File: src/rtl/cpu_read_con.sv
// NIOS read-side register block: edge-detected read strobe, registered read mux, sticky status with irq.
// Optional CPU_RD_COUNTERS_EN adds clear-on-read tx/error counters at addresses 23 and 24.
module cpu_read_con #(
  parameter logic [31:0] VERSION = 32'h0000_0100
) (
  input  logic        clk,
  input  logic        nRST,
  input  logic        cpu_rd_n,
  input  logic [8:0]  cpu_addr,
  output logic [31:0] cpu_rdata,
  output logic        cpu_rdata_valid,
  output logic        irq,
  input  logic        mac_tx_done,
  input  logic        sdram_wr_done,
  input  logic        sdram_rd_done,
  input  logic        err_in,
  input  logic [15:0] sdram_wr_ptr,
  input  logic [15:0] sdram_rd_ptr,
  input  logic [31:0] packet_size_rb,
  input  logic [7:0]  channel_rb
);

  localparam logic [8:0] ADDR_PSIZE   = 9'd2;
  localparam logic [8:0] ADDR_CHANNEL = 9'd13;
  localparam logic [8:0] ADDR_VERSION = 9'd16;
  localparam logic [8:0] ADDR_STATUS  = 9'd20;
  localparam logic [8:0] ADDR_WR_PTR  = 9'd21;
  localparam logic [8:0] ADDR_RD_PTR  = 9'd22;
  localparam logic [8:0] ADDR_TX_CNT  = 9'd23;
  localparam logic [8:0] ADDR_ERR_CNT = 9'd24;

  logic        prev_rd_n;
  logic        rd_start;
  logic [3:0]  sticky;
  logic [3:0]  events;
  logic        status_clr;
  logic [31:0] rd_mux;

  // A held-low strobe starts only one access: start needs the previous strobe high.
  assign rd_start   = ~cpu_rd_n & prev_rd_n;
  assign events     = {err_in, sdram_rd_done, sdram_wr_done, mac_tx_done};
  assign status_clr = rd_start && (cpu_addr == ADDR_STATUS);

`ifdef CPU_RD_COUNTERS_EN
  logic [31:0] tx_cnt;
  logic [31:0] err_cnt;
  logic        tx_clr;
  logic        err_clr;

  assign tx_clr  = rd_start && (cpu_addr == ADDR_TX_CNT);
  assign err_clr = rd_start && (cpu_addr == ADDR_ERR_CNT);

  // A pulse coinciding with the clearing read is counted into the fresh value.
  always_ff @(posedge clk or negedge nRST) begin
    if (!nRST) begin
      tx_cnt <= 32'd0;
    end else if (tx_clr) begin
      tx_cnt <= {31'd0, mac_tx_done};
    end else if (mac_tx_done && (tx_cnt != 32'hFFFF_FFFF)) begin
      tx_cnt <= tx_cnt + 32'd1;
    end
  end

  always_ff @(posedge clk or negedge nRST) begin
    if (!nRST) begin
      err_cnt <= 32'd0;
    end else if (err_clr) begin
      err_cnt <= {31'd0, err_in};
    end else if (err_in && (err_cnt != 32'hFFFF_FFFF)) begin
      err_cnt <= err_cnt + 32'd1;
    end
  end
`endif

  always_comb begin
    rd_mux = 32'd0;
    case (cpu_addr)
      ADDR_PSIZE:   rd_mux = packet_size_rb;
      ADDR_CHANNEL: rd_mux = {24'd0, channel_rb};
      ADDR_VERSION: rd_mux = VERSION;
      ADDR_STATUS:  rd_mux = {28'd0, sticky};
      ADDR_WR_PTR:  rd_mux = {16'd0, sdram_wr_ptr};
      ADDR_RD_PTR:  rd_mux = {16'd0, sdram_rd_ptr};
`ifdef CPU_RD_COUNTERS_EN
      ADDR_TX_CNT:  rd_mux = tx_cnt;
      ADDR_ERR_CNT: rd_mux = err_cnt;
`endif
      default:      rd_mux = 32'd0;
    endcase
  end

  always_ff @(posedge clk or negedge nRST) begin
    if (!nRST) begin
      prev_rd_n       <= 1'b1;
      cpu_rdata       <= 32'd0;
      cpu_rdata_valid <= 1'b0;
    end else begin
      prev_rd_n       <= cpu_rd_n;
      cpu_rdata_valid <= rd_start;
      if (rd_start) begin
        cpu_rdata <= rd_mux;
      end
    end
  end

  // Clear first, then set: a pulse on the clearing cycle keeps its bit set.
  always_ff @(posedge clk or negedge nRST) begin
    if (!nRST) begin
      sticky <= 4'd0;
      irq    <= 1'b0;
    end else begin
      sticky <= (status_clr ? 4'd0 : sticky) | events;
      irq    <= |sticky;
    end
  end

endmodule

File: config.mk
export PLATFORM = sky130hd
export DESIGN_NAME = cpu_read_con
export DESIGN_NICKNAME = d
export VERILOG_FILES = /design/src/rtl/cpu_read_con.sv
export SDC_FILE = /design/constraint.sdc
export NUM_CORES = 1
export LEC_CHECK = 0
export ABC_AREA = 1
export ABC_CLOCK_PERIOD_IN_PS = 3500
export BUFFER_PORTS_ARGS = -buffer_cell sky130_fd_sc_hd__buf_2
export CORE_MARGIN = 8
export CORE_UTILIZATION = 41
export CTS_CLUSTER_SIZE = 28
export DETAILED_ROUTE_END_ITERATION = 8
export GPL_ROUTABILITY_DRIVEN = 0
export HOLD_SLACK_MARGIN = 0.1
export PLACE_DENSITY = 0.76
export SLEW_MARGIN = 30
export SYNTH_ARGS = -nofsm -noshare
export SYNTH_HDL_FRONTEND = slang
export SYNTH_SLANG_ARGS = --single-unit
export TNS_END_PERCENT = 100
File: constraint.sdc
create_clock -name clk -period 3.5 [get_ports clk]
set_input_delay 0.175 -clock clk [delete_from_list [all_inputs] [get_ports clk]]
set_output_delay 0.175 -clock clk [all_outputs]
set_load 0.02 [all_outputs]
==> metrics.md <==
| Metric | Value |
|---|---|
| Synth area leader | dfrtp_1 |
| Row Count | 27 |
| Die width | 92.0 µm |
| Max Freq | 657 MHz |
| Crit share post-route | 43.5% |
| Clk buf depth | 2 |
| # clock sinks | 39 |
| First-pass GRT wire length | 11.6 mm |
| Root Driver | clkbuf_8 |
| Fill cell count | 545 |
| Max_slew headroom | 41.2% |
| Fin. Hold Viols | 0 |
| Worst path buffer plus inverter count | 2 |
| Final Cell Area | 0.00313 mm² |
| DR DRC count | 0 |
| Area Overhead vs Synth | 31.9% |
| Required @ worst endpoint | 3720 ps |
| Die Ht | 92.0 µm |
| Period minus WS final | 1520 ps |
| RSZ-0062 raised after global routing | no |
| Non-filler cells, final | 498 |
| # Post-CTS Setup Buffers | 0 |
| Post-CTS Hold Buffers | 6 |
| Syn_nets | 391 |
| Most frequent cells in the layout | 120 x buf_2, 105 x nand2_1, 41 x nand3_1 |
| Synth Register Bits | 39 |
| Critical Path AT | 1740 ps |
| Distinct cells, synth | 23 |
| Share of the synthesized area in the top cell type | 40.1% |
| Largest cells by area after synthesis | dfrtp_1 40%, nand2_1 17%, nand3_1 8.7% |
| Commonest non-fill, non-tap cell in the layout | buf_2 |
| Post_cts resized | 0 |
| Maximum fanout along the worst path | 36 |
| Antenna cells | 0 |
| Inserted Clock Buffers | 5 |
| Worst ir drop on vdd | 0.171 mV |
| R2R Setup Slk | 2110 ps |
| Slew of the pin with the lowest slew margin | 880 ps |
| Area occupied by multi-input gates | 0.00121 mm² |
| Type of the worst min-delay path | in2reg |
| Die area | 0.00847 mm² |
| TritonCTS clock tree | done |
| Vias in the first global route | 2,291 |
| CP endpoint kind | flop |
| Post-route ant nets | 0 |
| Layout net count | 513 |
| GRT overflow | 0 |
| Final Max Slew Viols | 0 |
| I/O pins | 122 |
| Mapped cell area | 0.00237 mm² |
| DP Area | 0.00298 mm² |
| Outcome | finished, final reports clean |
| Crit-path leading delay family | simple AND/OR/NAND/NOR gates |
| Critical setup path kind | in2reg |
| H-tree depth | 2 |
| Post-Syn Instances | 303 |
| Max-Cap Viols | 0 |
| Fin Setup TNS | 0 ps |
| CP Cell Sequence | buf_2, inv_1, nand2_1, nor2_4, nand3_1, nor2_1, nor2_1, nand2_1, nand2_1, nand2_1 |
| Worst Skew | 4.68 ps |
| CP max stage delay | 700 ps |
| Sequential cell area | 977 µm² |
| Pwr dens | 278 mW/mm² |
| Drt first-iter violations | 102 |
| Largest net degree at the start of global routing | 40 |
| Sequential cell area fraction in the yosys report | 41.2% |
| Post-Syn Area per Cell | 7.83 µm² |
| DR WL/cell | 14.4 µm |
| Layout cells sized above 1 | 41.5% |
| Initial core utilization | 42.8% |
| Most used cell, CP | nand2_1 |
| Drt total wl | 7.18 mm |
| Synthesis Warnings | 0 |
| CORE AREA | 0.00554 mm² |
| Gr usage total | 16.7% |
| Dpl cells | 484 |
| Worst-path clk slew | 70 ps |
| Pre-antenna DRT Iters | 4 |
| Standby leakage power | 1.80 nW |
| Slowest-stage cell, CP | nor2_4 |
| Detail Placement HPWL | 5.54 mm |
| Setup-failing EPs final | 0 |
| Port Buf Inserts | 121 |
| Worst Setup Start Kind | input pin |
| Clk Latency, worst-skew pair | 280 ps |
| Drt via density | 4.83 |
| Antenna violations before repair | 0 |
| Routed vias | 2,404 |
-- flip-flops by register name (all words and copies together), names as in the netlist --
register         cells
irq                  1
cpu_rdata_valid      1
prev_rd_n            1
sticky               4
cpu_rdata           32
-- where the power goes --
group	internal [mW]	total (mW)	switching, mW
clock network	0.139	0.288	0.149
registers	0.453	0.454	0.000957
logic	0.0522	0.127	0.0748
-- cells in the mapped netlist --
cell        n
nand2_4     4
dfrtp_1    38
o21ai_1     4
o21bai_1    4
o21ai_0     6
nor2_2      4
o21ai_2    10
nand4_1    13
nand3_1    41
dfstp_2     1
nor2_1     14
inv_1      18
buf_6       2
buf_4       3
inv_2       7
nand2_1   105
clkbuf_1    5
nor2_8      2
nor2_4      7
buf_12      1
buf_2       2
nand3_2    11
nand2_2     1
-- per-layer routing --
| metal | vias to the layer above | GRT usage (%) | wire length [µm] |
|---|---|---|---|
| met5 | - | 0 | 0 |
| met4 | 0 | 3.22 | 38 |
| li1 | 1225 | - | - |
| met2 | 93 | 27.8 | 3500 |
| met3 | 2 | 4.89 | 569 |
| met1 | 1084 | 21.1 | 3070 |
-- cell families (layout without fill, tap and decap cells) --
family | Yosys count | count (layout) | synth area share (%)
simple gates | 202 | 202 | 43.8
flops | 39 | 39 | 41.2
buf+inv | 38 | 161 | 7.92
compound gates | 24 | 24 | 7.07
-- through the flow --
stage	setup WS (ps)	hold slack (ps)	util (%)	total power, mW
2_1_floorplan	2220	-121	-	0.514
3_3_place_gp	1780	298	53.8	0.584
3_5_place_dp	1720	298	53.8	0.585
4_1_cts	1760	130	56.4	0.885
5_1_grt	1800	128	56.5	0.918
6_report	1980	145	56.5	0.869
-- final timing paths --
| path | startpoint | endpoint | depth (start not counted) |
|---|---|---|---|
| max | cpu_addr[5] | cpu_rdata[1]$_DFFE_PN0P_ | 10 |
| min | packet_size_rb[18] | cpu_rdata[18]$_DFFE_PN0P_ | 3 |
| max reg2reg | prev_rd_n$_DFF_PN1_ | cpu_rdata[22]$_DFFE_PN0P_ | 5 |
| min reg2reg | cpu_rdata[3]$_DFFE_PN0P_ | cpu_rdata[3]$_DFFE_PN0P_ | 2 |
| max in group asynchronous | nRST | prev_rd_n$_DFF_PN1_ | 2 |
| min in group asynchronous | nRST | cpu_rdata[12]$_DFFE_PN0P_ | 2 |
-- cell type report --
| class | instances | area share [%] |
|---|---|---|
| multi-input combinational | 226 | 38.6 |
| sequential | 39 | 31.2 |
| timing repair buffer | 128 | 21.6 |
| inverter | 25 | 3.00 |
| tap | 72 | 2.88 |
| clock buffer | 6 | 2.32 |
| clock inverter | 2 | 0.400 |
-- worst reg2reg max path: stages (launching register included) --
cell and delay (ps):
dfstp_2 520, inv_1 40, nor2_2 110, buf_4 350, nand2_1 80, o21ai_0 210
Power figures use the tool's default switching activity.
